**config.mk**
```make
export PLATFORM = sky130hd
export DESIGN_NAME = gaplus_chrom_arbiter
export DESIGN_NICKNAME = d
export VERILOG_FILES = /design/src/rtl/gaplus_pkg.sv /design/src/rtl/gaplus_rdtag_pipe.sv /design/src/rtl/gaplus_chrom_arbiter.sv
export SDC_FILE = /design/constraint.sdc
export NUM_CORES = 1
export LEC_CHECK = 0
export CORE_MARGIN = 10
export CORE_UTILIZATION = 43
export CTS_BUF_LIST = sky130_fd_sc_hd__clkbuf_8
export DETAILED_ROUTE_END_ITERATION = 8
export GPL_TIMING_DRIVEN = 0
export PLACE_DENSITY = 0.82
export REMOVE_ABC_BUFFERS = 1
export SETUP_SLACK_MARGIN = 0.1
export SLEW_MARGIN = 15
export SYNTH_ARGS = -nofsm -noshare
export SYNTH_HDL_FRONTEND = slang
export SYNTH_SLANG_ARGS = --single-unit
```
**constraint.sdc**
```tcl
create_clock -name VCLKx4 -period 2.5 [get_ports VCLKx4]
set_clock_uncertainty 0.2 [all_clocks]
set_input_delay 0.5 -clock VCLKx4 [delete_from_list [all_inputs] [get_ports VCLKx4]]
set_output_delay 0.5 -clock VCLKx4 [all_outputs]
set_load 0.03 [all_outputs]
```
**src/rtl/gaplus_pkg.sv**
```systemverilog
// gaplus_pkg
//   Shared types and constants for the character ROM arbiter and its tag pipe.
//   owner_t : which fetch engine owns a ROM read (sprite or background)
//   rdtag_t : {valid, owner} travelling alongside an outstanding ROM read
//   ROM_LAT : read latency of the ROM controller, shared with that block
package gaplus_pkg;

    typedef enum logic {
        OWN_SP = 1'b0,
        OWN_BG = 1'b1
    } owner_t;

    localparam int GAPLUS_AW      = 15;
    localparam int GAPLUS_DW      = 16;
    localparam int ROM_LAT        = 2;
    localparam int STARVE_MAX_DEF = 6;
    localparam int STARVE_W       = 3;

    typedef struct packed {
        logic   valid;
        owner_t owner;
    } rdtag_t;

endpackage

```
**src/rtl/gaplus_rdtag_pipe.sv**
```systemverilog
// gaplus_rdtag_pipe
//   LAT-deep shift register of read tags. A tag entering alongside ROM_RD
//   leaves exactly when the matching ROM_D word is on the bus.
//   Ports:
//     VCLKx4  : clock
//     RESET   : synchronous active-high reset, discards every in-flight tag
//     tag_in  : tag of the read issued this cycle
//     tag_out : tag belonging to the ROM_D word present this cycle
module gaplus_rdtag_pipe
    import gaplus_pkg::*;
#(
    parameter int LAT = ROM_LAT
) (
    input  logic   VCLKx4,
    input  logic   RESET,
    input  rdtag_t tag_in,
    output rdtag_t tag_out
);

    rdtag_t stage [LAT];

    always_ff @(posedge VCLKx4) begin
        if (RESET) begin
            // NOTE: every stage is reset on purpose; a surviving valid bit
            // would emit a VALID for a read that was killed by reset.
            for (int i = 0; i < LAT; i++) stage[i] <= '0;
        end else begin
            // NOTE: non-blocking assignments make this a true shift register;
            // blocking ones would collapse all stages into one cycle.
            stage[0] <= tag_in;
            for (int i = 1; i < LAT; i++) stage[i] <= stage[i-1];
        end
    end

    assign tag_out = stage[LAT-1];

endmodule

```
**src/rtl/gaplus_chrom_arbiter.sv**
```systemverilog
// gaplus_chrom_arbiter
//   Shares the single character ROM read port between the sprite renderer (SP)
//   and the background tile fetcher (BG). One read per clock at most; each
//   returned word is routed to the requester that issued it, LAT+2 cycles
//   after its ACK.
//   Ports:
//     VCLKx4                   : 4x video clock
//     RESET                    : synchronous active-high reset
//     HB                       : horizontal blank, sprite priority window
//     SP_REQ/SP_A/SP_ACK       : sprite request, address, grant pulse
//     SP_D/SP_VALID            : sprite read data and its strobe
//     BG_REQ/BG_A/BG_ACK       : background request, address, grant pulse
//     BG_D/BG_VALID            : background read data and its strobe
//     ROM_RD/ROM_A/ROM_D       : ROM controller read strobe, address, data
module gaplus_chrom_arbiter
    import gaplus_pkg::*;
#(
    parameter int AW         = GAPLUS_AW,
    parameter int DW         = GAPLUS_DW,
    parameter int LAT        = ROM_LAT,
    parameter int STARVE_MAX = STARVE_MAX_DEF
) (
    input  logic          VCLKx4,
    input  logic          RESET,
    input  logic          HB,
    input  logic          SP_REQ,
    input  logic [AW-1:0] SP_A,
    output logic          SP_ACK,
    output logic [DW-1:0] SP_D,
    output logic          SP_VALID,
    input  logic          BG_REQ,
    input  logic [AW-1:0] BG_A,
    output logic          BG_ACK,
    output logic [DW-1:0] BG_D,
    output logic          BG_VALID,
    output logic          ROM_RD,
    output logic [AW-1:0] ROM_A,
    input  logic [DW-1:0] ROM_D
);

    localparam logic [STARVE_W-1:0] STARVE_LIM = STARVE_W'(STARVE_MAX);

    owner_t              rr_ptr;
    logic [STARVE_W-1:0] starve_cnt;
    logic [STARVE_W-1:0] starve_nxt;
    logic                grant_sp;
    logic                grant_bg;
    logic                rom_rd_q;
    owner_t              owner_q;
    rdtag_t              issue_tag;
    rdtag_t              ret_tag;

    // Arbitration: ACKs are combinational from REQ and the current state.
    always_comb begin
        // NOTE: every output of this block gets a default first, so no
        // path through the if/else tree can infer a latch.
        grant_sp   = 1'b0;
        grant_bg   = 1'b0;
        starve_nxt = starve_cnt;
        if (!RESET) begin
            if (SP_REQ && !BG_REQ) begin
                grant_sp = 1'b1;
            end else if (!SP_REQ && BG_REQ) begin
                grant_bg = 1'b1;
            end else if (SP_REQ && BG_REQ) begin
                if (HB) begin
                    // Sprite priority during blank, bounded by the starve limit;
                    // the increment stops at the limit, so the count saturates.
                    if (starve_cnt < STARVE_LIM) begin
                        grant_sp   = 1'b1;
                        starve_nxt = starve_cnt + 1'b1;
                    end else begin
                        grant_bg = 1'b1;
                    end
                end else if (rr_ptr == OWN_SP) begin
                    grant_bg = 1'b1;
                end else begin
                    grant_sp = 1'b1;
                end
            end
        end
        if (!BG_REQ || grant_bg) starve_nxt = '0;
    end

    assign SP_ACK = grant_sp;
    assign BG_ACK = grant_bg;

    // Issue stage: registered strobe, address and owner one cycle after grant.
    always_ff @(posedge VCLKx4) begin
        if (RESET) begin
            rom_rd_q   <= 1'b0;
            ROM_A      <= '0;
            owner_q    <= OWN_SP;
            rr_ptr     <= OWN_SP;
            starve_cnt <= '0;
        end else begin
            rom_rd_q   <= grant_sp | grant_bg;
            starve_cnt <= starve_nxt;
            if (grant_sp) begin
                ROM_A   <= SP_A;
                owner_q <= OWN_SP;
                rr_ptr  <= OWN_SP;
            end else if (grant_bg) begin
                ROM_A   <= BG_A;
                owner_q <= OWN_BG;
                rr_ptr  <= OWN_BG;
            end
        end
    end

    // A grant taken just before reset must not reach the ROM controller.
    assign ROM_RD = rom_rd_q & ~RESET;

    assign issue_tag.valid = ROM_RD;
    assign issue_tag.owner = owner_q;

    gaplus_rdtag_pipe #(
        .LAT (LAT)
    ) u_tag_pipe (
        .VCLKx4  (VCLKx4),
        .RESET   (RESET),
        .tag_in  (issue_tag),
        .tag_out (ret_tag)
    );

    // Return stage: only the owner's data register loads; the other holds.
    always_ff @(posedge VCLKx4) begin
        if (RESET) begin
            SP_D     <= '0;
            BG_D     <= '0;
            SP_VALID <= 1'b0;
            BG_VALID <= 1'b0;
        end else begin
            SP_VALID <= ret_tag.valid && (ret_tag.owner == OWN_SP);
            BG_VALID <= ret_tag.valid && (ret_tag.owner == OWN_BG);
            if (ret_tag.valid && (ret_tag.owner == OWN_SP)) SP_D <= ROM_D;
            if (ret_tag.valid && (ret_tag.owner == OWN_BG)) BG_D <= ROM_D;
        end
    end

endmodule

```
# Word-level counts from Yosys, hierarchy flattened
# Memory sizes are Yosys's and may differ from the RTL's.
# Index checks and enable logic that the tools add are counted.
dict set report word_totals {
  reg_bits 54
  mem_count 1
  ramBits 4
  inputBits 51
  out_inout_bits 52
  word_cells 52
}
dict set report classes {
  addsub 1
  mux 21
  n_bitwise 8
  n_reduce_logical 12
  n_lt_le_gt_ge 1
}
# memory words width rd rd_clocked_by_memory_dff write_ports line_no
set mem_list {}
lappend mem_list {u_tag_pipe.stage 2 2 2 0 2 gaplus_rdtag_pipe.sv:20} ;# rdtag_t stage [LAT];
# cell count
set op_table {}
lappend op_table {{2-to-1 mux 15 bit} 2}
lappend op_table {{2-to-1 mux 1 bit} 17}
lappend op_table {{logical AND 1 bit} 5}
lappend op_table {{AND reduction 5 bit} 1}
lappend op_table {{2-to-1 mux 2 bit} 2}
lappend op_table {{inverter 1 bit} 4}
lappend op_table {{OR reduction 2 bit} 2}
lappend op_table {{adder 3 x 1 -> 3 bit, second input constant} 1}
lappend op_table {{< comparator 3 bit, second input constant} 1}
lappend op_table {{bitwise OR 1 bit} 3}
lappend op_table {{zero test 1 bit} 2}
lappend op_table {{nonzero test 2 bit} 1}
lappend op_table {{AND 1 bit} 1}
lappend op_table {{logical OR 1 bit} 1}

# Longest topological paths before layout
dict set report depth {
  ltp_word 9
  depth_mapped 8
  depth_no_buf 6
}

# Modules after synthesis
# A second synthesis with hierarchy kept.
dict set report unflattened {
  hier_cells 280
  hier_area_um2 2352.3
}
# mod cells_each area_each_um2 seq_area_each_um2 instances
set modules_own_cells {}
lappend modules_own_cells {gaplus_chrom_arbiter 270 2232.1 1081.0 1}
lappend modules_own_cells {gaplus_rdtag_pipe 10 120.1 80.1 1}

# Worst setup path after synthesis
# OpenSTA, ideal clock, no wires.
dict set report synth_timing {
  kind {input-to-output}
  start {in BG_REQ}
  end {out BG_ACK}
  cell_stages 5
  path_slack_ns -0.206
  path_buffers 1
  t_required_ns 1.800
  t_arrival_ns 2.006
  path_cell_list {inv_1 ha_1 nor2_1 buf_2 a21boi_0}
}
dict set report synth_via {
  elab_chain_cells 5
  word_cells_on_any_way 8
  cone_classes {mux: 4; reduce/logical: 4}
}
# item line_no
set synth_lines {}
lappend synth_lines {{start, declared} gaplus_chrom_arbiter.sv:31} ;# input logic BG_REQ,
lappend synth_lines {{logical AND 1 bit} gaplus_chrom_arbiter.sv:65} ;# end else if (SP_REQ && BG_REQ) begin
lappend synth_lines {{2-to-1 mux 1 bit} gaplus_chrom_arbiter.sv:65}
lappend synth_lines {{2-to-1 mux 1 bit} gaplus_chrom_arbiter.sv:63} ;# end else if (!SP_REQ && BG_REQ) begin
lappend synth_lines {{2-to-1 mux 1 bit *} gaplus_chrom_arbiter.sv:61} ;# if (SP_REQ && !BG_REQ) begin
lappend synth_lines {{2-to-1 mux 1 bit *} gaplus_chrom_arbiter.sv:60} ;# if (!RESET) begin
lappend synth_lines {{end, declared} gaplus_chrom_arbiter.sv:33} ;# output logic BG_ACK,
# Every way passes the cells marked *; elsewhere a longest branch is shown, timed or not.

# Worst setup path after layout
dict set report layout_timing {
  start {in SP_REQ}
  end {out SP_ACK}
}
dict set report layout_via {
  elab_chain_cells 5
  word_cells_on_any_way 8
  cone_classes {mux: 4; reduce/logical: 4}
}
# item line_no
set layout_lines {}
lappend layout_lines {{start, declared} gaplus_chrom_arbiter.sv:26} ;# input logic SP_REQ,
lappend layout_lines {{logical AND 1 bit / zero test 1 bit (equally long branches)} {gaplus_chrom_arbiter.sv:65, gaplus_chrom_arbiter.sv:63}}
lappend layout_lines {{2-to-1 mux 1 bit / logical AND 1 bit (equally long branches)} {gaplus_chrom_arbiter.sv:65, gaplus_chrom_arbiter.sv:63}}
lappend layout_lines {{2-to-1 mux 1 bit} gaplus_chrom_arbiter.sv:63}
lappend layout_lines {{2-to-1 mux 1 bit *} gaplus_chrom_arbiter.sv:61}
lappend layout_lines {{2-to-1 mux 1 bit *} gaplus_chrom_arbiter.sv:60}
lappend layout_lines {{end, declared} gaplus_chrom_arbiter.sv:28} ;# output logic SP_ACK,
# Marks and branches as above.

==> flow_summary.ini <==
[run_status]
outcome = completed

[floorplanning]
start_util = 0.450
fp.dieArea_um2 = 8800
die_height_um = 93.8
num_rows = 26
core_area_um2 = 5200
die_w_um = 93.8
io_pins = 103

[pwr]
comb_power_share = 0.158
p_sw_frac = 0.244
p_leak_nw = 1.33
power.internal_mw = 1.74
seqPwrFrac = 0.424
p_per_area_nw_per_um2 = 628
power_frac_clock = 0.418
switchingPower_uw = 563
peakVddDrop_v = 0.000321

[clocking]
cts_buffers = 9
insertion_delay_ns = 0.33
clk_path_buf_depth = 2
clock_sinks = 58
htreeDepth = 3
cts.clk_slew.worst_paths_ns = 0.06
cts_tree = built
cts_root_buffer = clkbuf_8
postCtsHoldBufs = 0

[setup_path]
start_kind = primary input
endpoint = SP_ACK
criticalPathCategory = in2out
r2r-end = ROM_A[1]
end_kind = output pin
cp_max_fo = 4
crit_arrival_ns = 1.61
worstReg2RegStart = starve_cnt[1]
r2r_cells = 4
worst-r2r-setup-slack_ns = 0.45
worst_ep_required_time_ns = 1.80
cp-startpoint = SP_REQ

[synthesis]
synth_simple_gate_area_frac = 0.191
yosys_warnings = 0
ys_seq_area_frac = 0.496
yosys.cell_types.count = 28
synth_compound_area_frac = 0.226
synth_fa_ha_area_frac = 0.0214
synth_area_um2 = 2340
synth_top_family_by_area = compound AO/OA/AOI/OAI gates
synth_seq_cells = 58
synth.avg_cell_area_um2 = 8.39
synth_mux_area_frac = 0.00428
synthCells = 279
synth_xor_area_frac = 0.00748

[place]
dp_hpwl_mm = 5.17
gp_congestion = 0.738
port_buffers = 102
dp_slack_ns = -1.74
dp.cells = 430

[sta]
timing.fmax_ghz = 0.432
worst_slack_ns = 0.186
tightest_slew_ns = 0.935
fin_setup_tns_ns = 0
rsz0062_at_grt = false
finalCritPeriodShare = 0.926
drv_slew = 0
slew_headroom = 0.374
period_minus_slack_ns = 2.31
hold_viol = 0
setup_viol = 0

[grt]
grt_pass1_wl_mm = 11.8
grt_max_degree = 45
grt_pass1_vias = 2345
overflow = 0
grt_usage = 0.167
antenna_found_initial = 0

[drt]
drc = 0
totalWireLength_mm = 7.49
ant_nets = 0
firstDrtPassIters = 4
wl_per_cell_um = 16.5
routed-via-count = 2382
drt_iter0_markers = 77
vias_per_cell = 5.26

[finish]
instances_no_fill = 453
drive_above_1_share = 0.0888
fin_nets = 434
antennaDiodeCount = 0
areaGrowthSynthToFinish_pct = 56.6
fillers = 399

[min_path]
hold_class = reg2reg

[job]
cap_violations = 0
==> layout by cell type, fill, tap and decap left out, types with 2 or more instances in the layout <==
cell type / netlist / final
buf_4: 1 / 10
a21oi_1: 33 / 33
nor2_1: 7 / 4
ha_4: 0 / 2
xnor2_1: 2 / 2
bufinv_16: 0 / 2
o21ai_0: 17 / 17
dfxtp_1: 58 / 58
nor2b_1: 6 / 5
clkbuf_8: 0 / 11
clkdlybuf4s50_1: 0 / 96
ha_1: 4 / 2
a22o_1: 15 / 15
nand2_1: 80 / 80
nand2b_1: 2 / 2
nor3_1: 5 / 5
inv_1: 4 / 6
a22oi_1: 15 / 15
nor2_2: 0 / 2
==> cells in the mapped netlist, drive strengths merged <==
cell type / n / share of area
a21boi: 2 / 0.0064
a21oi: 33 / 0.071
a22o: 15 / 0.056
a22oi: 15 / 0.048
and2: 1 / 0.0027
and3: 2 / 0.0075
and4: 1 / 0.0037
buf: 10 / 0.029
clkbuf: 11 / 0.018
dfxtp: 58 / 0.50
ha: 4 / 0.021
inv: 4 / 0.0064
mux2i: 1 / 0.0043
nand2: 80 / 0.13
nand2b: 2 / 0.0053
nor2: 7 / 0.011
nor2b: 6 / 0.016
nor3: 5 / 0.011
nor4: 1 / 0.0053
o21ai: 17 / 0.036
o21ba: 1 / 0.0043
o311a: 1 / 0.0043
xnor2: 2 / 0.0075
==> kinds of logic (layout without fill, tap and decap cells) <==
kind of cell,Yosys count,count (layout)
flops,58,58
simple gates,105,105
xor+xnor,2,2
compound gates,84,84
buf+inv,25,129
mux,1,1
fa+ha+maj,4,4
==> repair_timing <==
| item | in CTS | in global routing |
|---|---|---|
| pin swaps | 3 | 0 |
| buffers inserted | 7 | 1 |
| setup endpoints to repair | 18 | 17 |
| gates resized for setup | 25 | 8 |
==> power groups by stage <==
stage	sequential, mW	combinational (mW)	clock, mW
4_1_cts	0.976	0.359	0.977
3_5_place_dp	0.996	0.342	0
6_report	0.977	0.364	0.962
3_3_place_gp	0.995	0.337	0
5_1_grt	0.980	0.390	1.02
2_1_floorplan	1.05	0.0990	0
==> worst min-delay path by stage <==
stage	cells after the start	slack [ns]	start	end
2_1_floorplan	1	0.21	u_tag_pipe.stage[0][0]	u_tag_pipe.stage[0][2]
3_3_place_gp	1	0.22	u_tag_pipe.stage[0][0]	u_tag_pipe.stage[0][2]
3_5_place_dp	1	0.23	u_tag_pipe.stage[0][1]	u_tag_pipe.stage[0][3]
4_1_cts	1	0.25	u_tag_pipe.stage[0][1]	u_tag_pipe.stage[0][3]
5_1_grt	1	0.26	u_tag_pipe.stage[0][1]	u_tag_pipe.stage[0][3]
6_report	1	0.24	u_tag_pipe.stage[0][1]	u_tag_pipe.stage[0][3]
==> worst max-delay path: stages <==
cell and delay [ns]:
clkdlybuf4s15_1 0.25, ha_4 0.18, inv_1 0.09, nor4_4 0.28, o21ba_4 0.18, buf_6 0.13
==> metal layers <==
metal	up-vias	global-route usage	routed length, um
li1	1155	-	-
met1	1091	0.183	3190
met2	129	0.265	3290
met3	7	0.0927	981
met4	0	0.0633	42
met5	-	0	0
==> state kept, by name, summed over array words and instances (netlist names) <==
| register | count |
|---|---|
| rom_rd_q | 1 |
| BG_D | 16 |
| owner_q | 1 |
| BG_VALID | 1 |
| ROM_A | 15 |
| SP_D | 16 |
| starve_cnt | 3 |
| SP_VALID | 1 |
| u_tag_pipe.stage | 4 |
==> metrics by stage <==
stage	hold slack [ns]	util	power [mW]	area, um2
CTS	0.249	0.699	2.31	3640
global route	0.260	0.704	2.39	3670
finish	0.241	0.704	2.30	3670
detailed placement	0.230	0.640	1.34	3330
floorplan	0.214	-	1.15	2230
global placement	0.217	0.641	1.33	3340
==> cell type report <==
cell class,count,area [um2],share of cell area
Tap cell,70,87.6,0.0239
Multi-Input combinational cell,196,1110,0.302
Clock buffer,11,151,0.0413
Clock inverter,4,67.6,0.0184
Timing Repair Buffer,110,1070,0.293
Sequential cell,58,1160,0.317
Inverter,4,15.0,0.00410
(Power assumes the default switching activity.)
